<file path="src/rtl/layer_pkg.sv">
// Shared definitions for the layer datapath blocks: result width, sizing
// helpers and the output-serializer state encoding.
package layer_pkg;

  typedef enum logic {IDLE, SEND} layer_state_t;

  function automatic int dw_of(input int feature_wide);
    return feature_wide + 16;
  endfunction

  function automatic int ceil_div(input int a, input int b);
    return (a + b - 1) / b;
  endfunction

  function automatic int clog2(input int v);
    int r;
    r = 0;
    while ((1 << r) < v) r++;
    return r;
  endfunction

  // Beat counter width; a single-beat frame still gets one bit.
  function automatic int beat_bits(input int neu_num, input int lanes);
    int b;
    b = clog2(ceil_div(neu_num, lanes));
    return (b < 1) ? 1 : b;
  endfunction

endpackage

</file>
<file path="src/rtl/layer_beat_mux.sv">
// Selects beat b of a packed result vector: LANES results per beat, lanes
// past the last neuron are zero with a cleared mask bit.
module layer_beat_mux
  import layer_pkg::*;
#(
  parameter int FEATURE_WIDE = 4,
  parameter int NEU_NUM      = 12,
  parameter int LANES        = 1
) (
  input  logic [NEU_NUM*dw_of(FEATURE_WIDE)-1:0] data,
  input  logic [beat_bits(NEU_NUM, LANES)-1:0]   beat,
  output logic [LANES*dw_of(FEATURE_WIDE)-1:0]   result,
  output logic [LANES-1:0]                       lane_mask
);

  localparam int DW  = dw_of(FEATURE_WIDE);
  localparam int BW  = beat_bits(NEU_NUM, LANES);
  localparam int ENT = 1 << BW;

  // Table sized to the full index range so unused codes read as padding.
  logic [ENT-1:0][LANES*DW-1:0] beat_data;
  logic [ENT-1:0][LANES-1:0]    beat_mask;

  for (genvar b = 0; b < ENT; b++) begin : g_beat
    for (genvar l = 0; l < LANES; l++) begin : g_lane
      localparam int K = b * LANES + l;
      if (K < NEU_NUM) begin : g_live
        assign beat_data[b][l*DW +: DW] = data[K*DW +: DW];
        assign beat_mask[b][l]          = 1'b1;
      end else begin : g_pad
        assign beat_data[b][l*DW +: DW] = '0;
        assign beat_mask[b][l]          = 1'b0;
      end
    end
  end

  assign result    = beat_data[beat];
  assign lane_mask = beat_mask[beat];

endmodule

</file>
<file path="src/rtl/layer_stream_out.sv">
// Snapshots a layer's neuron results on a rising en and streams them out
// LANES per beat over valid/ready, with last, mask, busy, drop and done pulses.
//   state | meaning
//   IDLE  | waiting for a rising edge on en
//   SEND  | snapshot held, beats offered on out_valid until the last is accepted
module layer_stream_out
  import layer_pkg::*;
#(
  parameter int FEATURE_WIDE = 4,
  parameter int NEU_NUM      = 12,
  parameter int LANES        = 1
) (
  input  logic                                   clk,
  input  logic                                   rst_n,
  input  logic                                   en,
  input  logic [NEU_NUM*dw_of(FEATURE_WIDE)-1:0] feature,
  output logic                                   out_valid,
  input  logic                                   out_ready,
  output logic [LANES*dw_of(FEATURE_WIDE)-1:0]   result,
  output logic [LANES-1:0]                       lane_mask,
  output logic                                   out_last,
  output logic [beat_bits(NEU_NUM, LANES)-1:0]   beat_idx,
  output logic                                   busy,
  output logic                                   en_end,
  output logic                                   drop
);

  localparam int DW    = dw_of(FEATURE_WIDE);
  localparam int BW    = beat_bits(NEU_NUM, LANES);
  localparam int BEATS = ceil_div(NEU_NUM, LANES);
  localparam logic [BW-1:0] LAST_BEAT = BW'(BEATS - 1);

  layer_state_t          state;
  logic                  en_r;
  logic                  rise;
  logic [NEU_NUM*DW-1:0] snap;
  logic [NEU_NUM*DW-1:0] mux_src;
  logic [BW-1:0]         mux_beat;
  logic [LANES*DW-1:0]   mux_result;
  logic [LANES-1:0]      mux_mask;

  assign rise = en & ~en_r;

  // At start the first beat comes straight from feature, so it can be
  // registered in the same edge that loads the snapshot.
  always_comb begin
    mux_src  = snap;
    mux_beat = beat_idx + BW'(1);
    if (state == IDLE) begin
      mux_src  = feature;
      mux_beat = '0;
    end
  end

  layer_beat_mux #(
    .FEATURE_WIDE(FEATURE_WIDE),
    .NEU_NUM     (NEU_NUM),
    .LANES       (LANES)
  ) u_beat_mux (
    .data     (mux_src),
    .beat     (mux_beat),
    .result   (mux_result),
    .lane_mask(mux_mask)
  );

  always_ff @(posedge clk or negedge rst_n) begin
    if (!rst_n) begin
      state     <= IDLE;
      en_r      <= 1'b0;
      snap      <= '0;
      out_valid <= 1'b0;
      result    <= '0;
      lane_mask <= '0;
      out_last  <= 1'b0;
      beat_idx  <= '0;
      busy      <= 1'b0;
      en_end    <= 1'b0;
      drop      <= 1'b0;
    end else begin
      en_r   <= en;
      en_end <= 1'b0;
      drop   <= 1'b0;
      case (state)
        IDLE: begin
          if (rise) begin
            state     <= SEND;
            snap      <= feature;
            out_valid <= 1'b1;
            busy      <= 1'b1;
            beat_idx  <= '0;
            result    <= mux_result;
            lane_mask <= mux_mask;
            out_last  <= (mux_beat == LAST_BEAT);
          end
        end
        SEND: begin
          if (rise) drop <= 1'b1;
          if (out_ready) begin
            if (out_last) begin
              state     <= IDLE;
              out_valid <= 1'b0;
              busy      <= 1'b0;
              result    <= '0;
              lane_mask <= '0;
              out_last  <= 1'b0;
              beat_idx  <= '0;
              en_end    <= 1'b1;
            end else begin
              beat_idx  <= mux_beat;
              result    <= mux_result;
              lane_mask <= mux_mask;
              out_last  <= (mux_beat == LAST_BEAT);
            end
          end
        end
        default: state <= IDLE;
      endcase
    end
  end

endmodule
</file>
<file path="config.mk">
export PLATFORM = sky130hd
export DESIGN_NAME = layer_stream_out
export DESIGN_NICKNAME = d
export VERILOG_FILES = /design/src/rtl/layer_pkg.sv /design/src/rtl/layer_beat_mux.sv /design/src/rtl/layer_stream_out.sv
export SDC_FILE = /design/constraint.sdc
export NUM_CORES = 1
export LEC_CHECK = 0
export ABC_AREA = 1
export BUFFER_PORTS_ARGS = -buffer_cell sky130_fd_sc_hd__buf_2
export CORE_MARGIN = 5
export CORE_UTILIZATION = 50
export DETAILED_ROUTE_END_ITERATION = 16
export PLACE_DENSITY = 0.72
export SLEW_MARGIN = 0
export SYNTH_ARGS = -nofsm -noshare
export SYNTH_HDL_FRONTEND = slang
export SYNTH_SLANG_ARGS = --single-unit
</file>
<file path="constraint.sdc">
create_clock -name clk -period 3.3 [get_ports clk]
set_input_delay 0.495 -clock clk [delete_from_list [all_inputs] [get_ports clk]]
set_output_delay 0.495 -clock clk [all_outputs]
set_load 0.01 [all_outputs]
</file>
==> impl_metrics.json <==
{
  "status": "finished clean",
  "grt_pass1_vias": 11130,
  "die_height_microns": 174.1,
  "grt_antenna_before_repair": 8,
  "r2r_start": "state$_DFF_PN0_",
  "final_cell_area_sq_mm": 0.01603,
  "comb_power_share_pct": 46.3,
  "fin_nets": 1892,
  "clock.fmax_ghz": 0.3601,
  "worst_ep_arrival_time_ns": 3.20,
  "drc": 0,
  "clk_pin_slew_ns": 0.06,
  "cts_buffer_depth": 3,
  "coreArea_sq_mm": 0.02673,
  "synth-seq-area-share_pct": 50.39,
  "fin_crit_sh_pct": 84.15,
  "p_leak_nw": 8.269,
  "avgRoutedWirePerCell_microns": 18.69,
  "drt_wl_total_microns": 37610,
  "critPathKind": "reg2reg",
  "syn_inst": 1419,
  "grt_pass1_wl_microns": 59940,
  "worst_ir_drop_vdd_mv": 0.8231,
  "cpMostUsedCell": "nand2_1",
  "track_usage_pct": 24.46,
  "io_buffers": 273,
  "synth-edff-count": 0,
  "setup_viol": 0,
  "cp-endpoint": "result[0]$_DFFE_PN0P_",
  "startpoint": "state$_DFF_PN0_",
  "seqPwrFrac_pct": 33.8,
  "grt_max_degree": 146,
  "worst_pin_slew_ns": 1.097,
  "cts_num_sinks": 271,
  "worstPathCellList": "inv_4 -> nand3_4 -> buf_12 -> nand2_1 -> nand2_1 -> nand2_1",
  "p_sw_mw": 7.414,
  "synth_simple_gate_area_share_pct": 23.78,
  "yosysTopAreaCellShare_pct": 50.39,
  "synth-xor-area-share_pct": 0,
  "maxSlewViolCount": 0,
  "synth_area_per_cell_sq_um": 9.484,
  "grt_overflow": 0,
  "multiInputGateArea_sq_mm": 0.005958,
  "timing.rr.end": "result[0]$_DFFE_PN0P_",
  "p_int_mw": 10.33,
  "fin_tns_setup_ns": 0,
  "synth.most_common_cell": "nand2_1",
  "placementRows": 60,
  "synth.ff_latch_count": 271,
  "cts-htree-levels": 1,
  "drt_iter0_drc": 983,
  "fin_crit_ns": 2.777,
  "dp.final_hpwl_microns": 25960,
  "synthAdderAreaFrac_pct": 0.09297,
  "rsz0062_at_grt": "false",
  "ant_nets": 0,
  "critical-path-slowest-cell": "dfrtp_4",
  "swShare_pct": 41.78,
  "final_layout_size_suffix_gt1_share_pct": 24.90,
  "dr_total_vias": 10960,
  "synth_cell_types": 21,
  "place.gp.congestion": 0.8635,
  "reg2reg_depth": 6,
  "worstPathMaxFanout": 145,
  "synth_compound_area_share_pct": 0.3161,
  "first_pass_iters": 6,
  "start_util_pct": 50.36,
  "dpl-instance-area_sq_mm": 0.01495,
  "hold_slack_ns": 0.1163,
  "skew_ns": 0.01495,
  "drt-vias-per-instance": 5.445,
  "yosys.area.top_type": "dfrtp_1",
  "max_cap_violations": 0,
  "p_total_mw": 17.75,
  "startpoint_type": "register",
  "min_path_cells": 1,
  "async_flop_share_pct": 100.0,
  "worstHoldPathType": "in2reg",
  "dieArea_sq_mm": 0.03030,
  "n_fill_cell": 2327,
  "pwr-share-clk_pct": 19.9,
  "required_ns": 3.73,
  "pin_count": 274,
  "insertion_delay_ns": 0.55,
  "cts_made_buffers": 30,
  "synth_nets": 1664,
  "end_kind": "register",
  "synthToLayoutAreaGrowth_pct": 19.09,
  "cts_tree": "yes",
  "relSlewSlack_pct": 26.67,
  "synthTopCellsByArea": "dfrtp_1 (50%), mux2_1 (15%), nand2_1 (14%)",
  "seqCellArea_sq_mm": 0.006789,
  "hold_violations": 0,
  "power_density_mw_per_mm2": 1107,
  "synth_warnings": 0,
  "cts_root_buf": "clkbuf_16",
  "synth_top_family_by_area": "simple AND/OR/NAND/NOR gates",
  "synth_commonest_cells": "nand2_1 (494), dfrtp_1 (271), nand3_1 (202)",
  "synth_mux_area_share_pct": 20.08,
  "post_cts_buffers": 0,
  "syn_area_sq_mm": 0.01346,
  "max_stage_delay_ns": 0.68,
  "ff2ff_setup_slack_ns": 0.52,
  "ys.flop_type": "dfrtp_1",
  "die_w_microns": 174.1
}
==> critical path, delay by kind of cell, from the launching register on <==
family                 cells  cell delay (ns)
and+or+nand+nor            4             1.16
buffers and inverters      2             0.76
DFF                        1             0.68
==> layout by cell type, fill, tap and decap left out <==
cell type	instances
a21oi_1	1
buf_12	4
buf_2	272
buf_4	17
buf_8	1
bufinv_16	5
clkbuf_1	5
clkbuf_16	31
clkbuf_8	6
clkinv_2	4
clkinvlp_4	1
dfrtp_1	269
dfrtp_4	2
diode_2	4
dlygate4sd3_1	1
ha_1	1
inv_1	45
inv_2	5
inv_4	1
mux2_1	179
mux2_2	61
nand2_1	494
nand2_2	2
nand3_1	202
nand3_4	1
nand4_1	41
nor2_1	7
nor2_4	2
o21ai_0	5
o22ai_1	2
==> timing repair <==
action | 4_1_cts | 5_1_grt
hold buffers | 1 | 0
endpoints found under the hold margin | 74 | 0
resized for setup | 0 | 0
==> worst min path at each step <==
stage               slack, ns                 endpoint                   start
CTS                       0.1           en_r$_DFF_PN0_                      en
global placement         0.46   result[13]$_DFFE_PN0P_  result[13]$_DFFE_PN0P_
floorplan                0.20  beat_idx[0]$_DFFE_PN0P_                   rst_n
global route             0.11           en_r$_DFF_PN0_                      en
finish                   0.12           en_r$_DFF_PN0_                      en
detailed placement       0.47   result[19]$_DFFE_PN0P_  result[19]$_DFFE_PN0P_
==> final cells by class <==
cell class / instances / area share [%]
antenna: 4 / 0.06246
clock buffer: 42 / 5.473
clock inverter: 10 / 1.109
inverter: 51 / 1.210
multi-input combinational: 998 / 37.18
sequential: 271 / 42.36
tap: 341 / 2.662
timing repair buffer: 295 / 9.946
==> power groups by stage <==
stage | registers, mW | logic (mW) | clock network (mW)
2_1_floorplan | 5.74 | 6.02 | 0
3_3_place_gp | 5.95 | 8.08 | 0
3_5_place_dp | 6.02 | 8.24 | 0
4_1_cts | 5.98 | 8.29 | 3.61
5_1_grt | 6.17 | 9.31 | 3.74
6_report | 6.00 | 8.21 | 3.54
==> metrics by stage <==
stage | setup WS (ns) | std cells | util [%]
floorplan | 1.625 | 1419 | -
global placement | 0.4250 | 1955 | 55.95
detailed placement | 0.3901 | 1955 | 55.95
CTS | 0.3587 | 2008 | 59.93
global route | 0.2056 | 2012 | 59.97
finish | 0.5230 | 2012 | 59.97
==> cells by family after synthesis <==
kind of cell	count (synthesis)
AO/OA/AOI/OAI	8
AND/OR/NAND/NOR	749
buffers and inverters	150
adder cells (fa/ha/maj)	1
flip-flops	271
multiplexers	240
==> metal layers <==
| metal | vias to the layer above | GRT usage [%] | wire length, microns |
|---|---|---|---|
| met3 | 82 | 5.850 | 2638 |
| met5 | - | 0 | 53 |
| met1 | 5332 | 32.98 | 16150 |
| met4 | 8 | 8.314 | 1319 |
| li1 | 5176 | - | - |
| met2 | 358 | 39.13 | 17450 |
==> state kept, by name, indices dropped and copies added, names as in the netlist <==
signal,flops
busy,1
lane_mask,1
en_end,1
snap,240
beat_idx,4
en_r,1
state,1
out_last,1
drop,1
result,20
Power figures use the tool's default switching activity.
